## config.mk

```make
export PLATFORM = sky130hd
export DESIGN_NAME = uart_rx_parser
export DESIGN_NICKNAME = d
export VERILOG_FILES = /design/src/rtl/uart_frame_pkg.sv /design/src/rtl/rx_idle_timer.sv /design/src/rtl/uart_rx_parser.sv
export SDC_FILE = /design/constraint.sdc
export NUM_CORES = 1
export LEC_CHECK = 0
export ABC_CLOCK_PERIOD_IN_PS = 1900
export BUFFER_PORTS_ARGS = -buffer_cell sky130_fd_sc_hd__buf_2
export CAP_MARGIN = 20
export CELL_PAD_IN_SITES_DETAIL_PLACEMENT = 1
export CELL_PAD_IN_SITES_GLOBAL_PLACEMENT = 2
export CORE_ASPECT_RATIO = 1.1
export CORE_MARGIN = 2
export CORE_UTILIZATION = 30
export CTS_CLUSTER_SIZE = 40
export DETAILED_ROUTE_END_ITERATION = 8
export GPL_ROUTABILITY_DRIVEN = 0
export PLACE_DENSITY = 0.75
export REMOVE_ABC_BUFFERS = 1
export SYNTH_ARGS = -nofsm -noshare
export SYNTH_HDL_FRONTEND = slang
export SYNTH_SLANG_ARGS = --single-unit
export TNS_END_PERCENT = 5
```

## constraint.sdc

```tcl
create_clock -name clk -period 1.9 [get_ports clk]
set_input_delay 0.285 -clock clk [delete_from_list [all_inputs] [get_ports clk]]
set_output_delay 0.285 -clock clk [all_outputs]
set_load 0.01 [all_outputs]
```

## src/rtl/uart_frame_pkg.sv

```systemverilog
// Shared framing definitions for the UART TX/RX controllers:
// framing characters, parser states and size-code decoding.
package uart_frame_pkg;

    localparam logic [7:0] CH_SPACE = 8'h20;
    localparam logic [7:0] CH_CR    = 8'h0D;
    localparam logic [7:0] CH_LF    = 8'h0A;

    localparam logic [3:0] ST_IDLE = 4'b0001;
    localparam logic [3:0] ST_DATA = 4'b0010;
    localparam logic [3:0] ST_SEP  = 4'b0100;
    localparam logic [3:0] ST_LF   = 4'b1000;

    typedef enum logic [3:0] {
        S_IDLE = ST_IDLE,
        S_DATA = ST_DATA,
        S_SEP  = ST_SEP,
        S_LF   = ST_LF
    } rx_state_t;

    // Unknown size codes fall back to a single-byte square.
    function automatic logic [7:0] code_to_width(input logic [7:0] code);
        case (code)
            8'h20:   return 8'd32;
            8'h80:   return 8'd128;
            8'hFF:   return 8'd255;
            default: return 8'd1;
        endcase
    endfunction

    function automatic logic [15:0] code_to_total(input logic [7:0] code);
        case (code)
            8'h20:   return 16'd1024;
            8'h80:   return 16'd16384;
            8'hFF:   return 16'd65025;
            default: return 16'd1;
        endcase
    endfunction

endpackage

```

## src/rtl/rx_idle_timer.sv

```systemverilog
// Inter-byte idle timer; expired stays high while the count sits at the limit.
module rx_idle_timer #(
    parameter int TIMEOUT_CYCLES = 50_000_000
) (
    input  logic clk,
    input  logic reset,
    input  logic run,
    input  logic clear,
    output logic expired
);

    localparam logic [31:0] LIMIT = 32'(TIMEOUT_CYCLES);

    logic [31:0] count;

    // A zero limit leaves the count parked at 0, so expiry never fires.
    always_ff @(posedge clk or negedge reset) begin
        if (!reset) begin
            count <= 32'd0;
        end else if (clear) begin
            count <= 32'd0;
        end else if (run && count != LIMIT) begin
            count <= count + 32'd1;
        end
    end

    assign expired = (LIMIT != 32'd0) && (count == LIMIT);

endmodule

```

## src/rtl/uart_rx_parser.sv

```systemverilog
// Parses the space/CR/LF framed byte stream from the UART receiver into
// data strobes, byte/row counters, error counts and a square-complete flag.
module uart_rx_parser
    import uart_frame_pkg::*;
#(
    parameter int CLK_FREQ       = 100_000_000,
    parameter int TIMEOUT_CYCLES = CLK_FREQ / 2
) (
    input  logic        clk,
    input  logic        reset,
    input  logic        arm,
    input  logic [7:0]  num_of_bytes,
    input  logic        rx_valid,
    input  logic [7:0]  rx_data,
    input  logic        rx_frame_err,
    output logic [7:0]  data_out,
    output logic        data_valid,
    output logic        led,
    output logic [7:0]  total_row_count,
    output logic [15:0] byte_count,
    output logic [7:0]  err_count,
    output logic        timeout,
    output logic        finished
);

    rx_state_t   state;
    logic [7:0]  width;
    logic [15:0] total;
    logic [7:0]  row_count;
    logic        expired;

    function automatic logic [7:0] sat_inc(input logic [7:0] value);
        return (value == 8'hFF) ? value : value + 8'd1;
    endfunction

    rx_idle_timer #(
        .TIMEOUT_CYCLES(TIMEOUT_CYCLES)
    ) u_timer (
        .clk     (clk),
        .reset   (reset),
        .run     (state != S_IDLE),
        .clear   (rx_valid || state == S_IDLE),
        .expired (expired)
    );

    // Mismatched separators still advance the state so the parser stays
    // aligned to byte positions rather than waiting for a matching char.
    always_ff @(posedge clk or negedge reset) begin
        if (!reset) begin
            state           <= S_IDLE;
            width           <= 8'd0;
            total           <= 16'd0;
            row_count       <= 8'd0;
            data_out        <= 8'd0;
            data_valid      <= 1'b0;
            led             <= 1'b0;
            total_row_count <= 8'd0;
            byte_count      <= 16'd0;
            err_count       <= 8'd0;
            timeout         <= 1'b0;
            finished        <= 1'b0;
        end else begin
            data_valid <= 1'b0;
            if (state == S_IDLE) begin
                if (arm) begin
                    width           <= code_to_width(num_of_bytes);
                    total           <= code_to_total(num_of_bytes);
                    byte_count      <= 16'd0;
                    row_count       <= 8'd0;
                    total_row_count <= 8'd0;
                    err_count       <= 8'd0;
                    timeout         <= 1'b0;
                    finished        <= 1'b0;
                    led             <= 1'b0;
                    state           <= S_DATA;
                end
            end else if (rx_valid) begin
                if (rx_frame_err) begin
                    err_count <= sat_inc(err_count);
                end else begin
                    case (state)
                        S_DATA: begin
                            data_out   <= rx_data;
                            data_valid <= 1'b1;
                            byte_count <= byte_count + 16'd1;
                            row_count  <= row_count + 8'd1;
                            led        <= ~led;
                            state      <= S_SEP;
                        end
                        S_SEP: begin
                            if (row_count == width) begin
                                if (rx_data != CH_CR) err_count <= sat_inc(err_count);
                                state <= S_LF;
                            end else begin
                                if (rx_data != CH_SPACE) err_count <= sat_inc(err_count);
                                state <= S_DATA;
                            end
                        end
                        S_LF: begin
                            if (rx_data != CH_LF) err_count <= sat_inc(err_count);
                            row_count       <= 8'd0;
                            total_row_count <= total_row_count + 8'd1;
                            if (byte_count == total) begin
                                finished <= 1'b1;
                                state    <= S_IDLE;
                            end else begin
                                state <= S_DATA;
                            end
                        end
                        default: state <= S_IDLE;
                    endcase
                end
            end else if (expired) begin
                timeout <= 1'b1;
                state   <= S_IDLE;
            end
        end
    end

endmodule

```

==> impl_metrics.py <==
metrics = {
    "critical_path": {
        "path_max_fanout": 5,
        "start_kind": "flop",
        "required_ns": 2.18,
        "path_class": "reg -> reg",
        "cp_num_buf_inv": 0,
        "cpMaxStageDelayCell": "or4_4",
        "crit_chain": "or4_4 -> or4_4 -> nor4_4 -> o21ai_2 -> a211o_1 -> nand2_1",
        "cp_num_cells": 6,
        "reg2regPathDepth": 6,
        "arrival_ns": 2.39,
        "cp_top_family": "simple AND/OR/NAND/NOR gates",
        "critical-path-max-stage-delay_ns": 0.53,
        "crit_path_end_kind": "flop",
        "crit_path_frequent_cell": "or4_4",
    },
    "floorplanning": {
        "core-area_um2": 15700,
        "ioPinCount": 65,
        "die_area_um2": 17100,
        "rows": 48,
        "die_h_um": 137,
        "initial_core_util_pct": 30.7,
        "die_width_um": 125,
    },
    "grt": {
        "grt-ovfl-total": 0,
        "grt_pass1_vias": 4613,
        "grt_antenna_before_repair": 2,
        "grt_usage_pct": 16.5,
        "grt_max_degree": 37,
        "grt_pass1_wl_um": 23100,
    },
    "synthesis": {
        "ys_ff_latch": 92,
        "synth_area_um2": 4820,
        "syn_inst": 512,
        "synthTopCellsByArea": "dfrtp_1 47%, xor2_1 7.1%, nor2_1 5.5%, nand2_1 5.1%, xnor2_1 2.7%",
        "synth_most_common_cell": "dfrtp_1",
        "synth_top_area_share_pct": 47.3,
        "syn_area_per_cell_um2": 9.41,
        "yosysTopAreaCell": "dfrtp_1",
        "yosysSeqAreaShare_pct": 47.8,
        "synth_edf_count": 0,
        "synth_cell_type_count": 65,
        "async_flop_share_pct": 100,
        "ys.flop_type": "dfrtp_1",
        "ys_warn_count": 0,
        "ys_top_cells_by_count": "91 x dfrtp_1, 71 x nor2_1, 65 x nand2_1",
    },
    "routing": {
        "wire_per_inst_um": 15.7,
        "ant_nets": 0,
        "wirelength_um": 13500,
        "drc": 0,
        "initialDrtViolationCount": 144,
        "vias_per_cell": 5.01,
        "first_pass_iters": 4,
        "dr_total_vias": 4312,
    },
    "hold_path": {
        "hold_depth": 3,
        "hp-class": "in -> reg",
    },
    "timing": {
        "min_period_ns": 2.11,
        "rsz0062_at_grt": "yes",
        "tightest_slew_ns": 0.533,
        "slew_violations": 0,
        "post-route-period-util_pct": 111,
        "slew_headroom_pct": 64.5,
        "hold_viol_final": 0,
        "skew_ns": 0.00692,
        "finalSetupViolCount": 18,
        "fmax_ghz": 0.473,
        "setup_ws_ns": -0.212,
    },
    "placed_design": {
        "dp_slack_ns": -0.234,
        "port_buffers": 64,
        "place_inst": 841,
        "hpwl_um": 10100,
    },
    "cts": {
        "path_clk_slew_ns": 0.06,
        "cts.sinks": 92,
        "cts_inserted_buffers": 9,
        "cts_max_path_buffers": 2,
        "cts_root_buf": "clkbuf_16",
        "cts_tree": "built",
        "htreeDepth": 3,
        "clkLatencyLatePin_ns": 0.34,
    },
    "power": {
        "power.density_nw_per_um2": 1020,
        "ir_drop_mv": 0.527,
        "p_leak_nw": 2.97,
    },
    "final_layout": {
        "drive_above_1_share_pct": 30.0,
        "n_fill_cell": 1836,
        "fin_cells": 861,
        "final_nets": 682,
        "syn_to_final_growth_pct": 32.3,
    },
    "outcome": {
        "violations": "setup timing",
        "status": "finished, violations left",
    },
    "job": {
        "maxCapViolCount": 0,
    },
}
==> through the flow <==
stage,power (W),instance area [um2],utilization (%),TNS (ns),hold slack (ns)
after floorplan,0.00355,4750,-,-8.68,-0.0106
after global placement,0.00459,5940,37.9,-1.80,0.294
after detailed placement,0.00466,5940,37.9,-2.84,0.294
after CTS,0.00652,6300,40.2,-2.16,0.157
after global routing,0.00692,6370,40.6,-5.02,0.166
final,0.00648,6370,40.6,-1.94,0.177
==> sequential cells by signal (all words and copies together), names as in the netlist, 3 cells and up <==
register,count
state,4
byte_count,16
total_row_count,8
width,3
data_out,8
err_count,8
u_timer.count,32
row_count,8
==> layout by cell type, fill, tap and decap left out, types with 3 or more instances in the layout <==
cell	n
a21oi_1	14
a31oi_1	5
and2_1	6
and3_1	8
buf_2	63
buf_4	77
buf_6	3
clkbuf_1	3
clkbuf_16	9
clkbuf_8	3
dfrtp_1	90
ha_1	5
inv_1	14
nand2_1	63
nand2b_1	4
nand3_1	22
nand4_1	19
nand4b_1	3
nor2_1	70
nor2b_1	4
nor3_1	7
nor4_1	6
o21ai_0	16
o21ai_1	7
o21ai_2	3
o31ai_1	6
o31ai_2	4
or3_1	12
xnor2_1	15
xor2_1	39
==> logic make-up (layout without fill, tap and decap cells) <==
family	Yosys count	count (layout)	share of synthesized area, %
flops	92	92	47.8
fa+ha+maj	6	6	1.56
mux	4	4	0.883
other cells	0	1	0
buf+inv	28	176	2.47
compound gates	72	72	9.72
xor+xnor	54	54	9.82
simple gates	256	256	27.7
==> power by group <==
part	switching [W]	leakage, nW	internal [W]
logic	0.00122	1.59	0.00101
registers	0.000261	1.24	0.00225
clock network	0.000745	0.140	0.000996
total	0.00222	2.97	0.00425
==> area by class of cell <==
| class | count | area [um2] | area share [%] |
|---|---|---|---|
| diodes | 1 | 2.50 | 0.0393 |
| clock buffers | 15 | 278 | 4.36 |
| clock inverters | 1 | 5.00 | 0.0786 |
| inverters | 14 | 52.6 | 0.825 |
| multi-input cells | 392 | 2500 | 39.2 |
| flip-flops and latches | 92 | 2300 | 36.2 |
| well taps | 200 | 250 | 3.93 |
| repair buffers | 146 | 977 | 15.3 |
==> tightest hold or removal path, cell delays in order <==
cell and delay [ns]:
buf_2 0.10, nand2_1 0.05, nand2_1 0.05
==> path summary, 6_finish.rpt <==
check | start | to | slack (ns)
worst max register to register | u_timer.count[10]$_DFFE_PN0P_ | state[3]$_DFFE_PN0P_ | -0.21
worst max-delay path | u_timer.count[10]$_DFFE_PN0P_ | state[3]$_DFFE_PN0P_ | -0.21
max in group asynchronous | reset | state[0]$_DFFE_PN1P_ | 0.73
min in group asynchronous | reset | byte_count[13]$_DFFE_PN0P_ | 0.46
worst min register to register | data_out[3]$_DFFE_PN0P_ | data_out[3]$_DFFE_PN0P_ | 0.48
worst min-delay path | rx_data[3] | data_out[3]$_DFFE_PN0P_ | 0.18
==> layer usage <==
layer,vias up,part of all wire [%],GRT usage (%)
met5,-,0.13,0
met4,2,1.3,5.12
met3,12,3.4,3.13
met2,52,52,29.7
met1,2173,43,20.0
li1,2073,-,-
==> repair_timing <==
action | CTS | global route
resized for setup | 15 | 17
endpoints found under the setup margin | 28 | 60
hold endpoints to repair | 33 | 0
hold buffers | 1 | 0
pin swaps | 6 | 5
buffers inserted | 1 | 1
(Power assumes the default switching activity.)
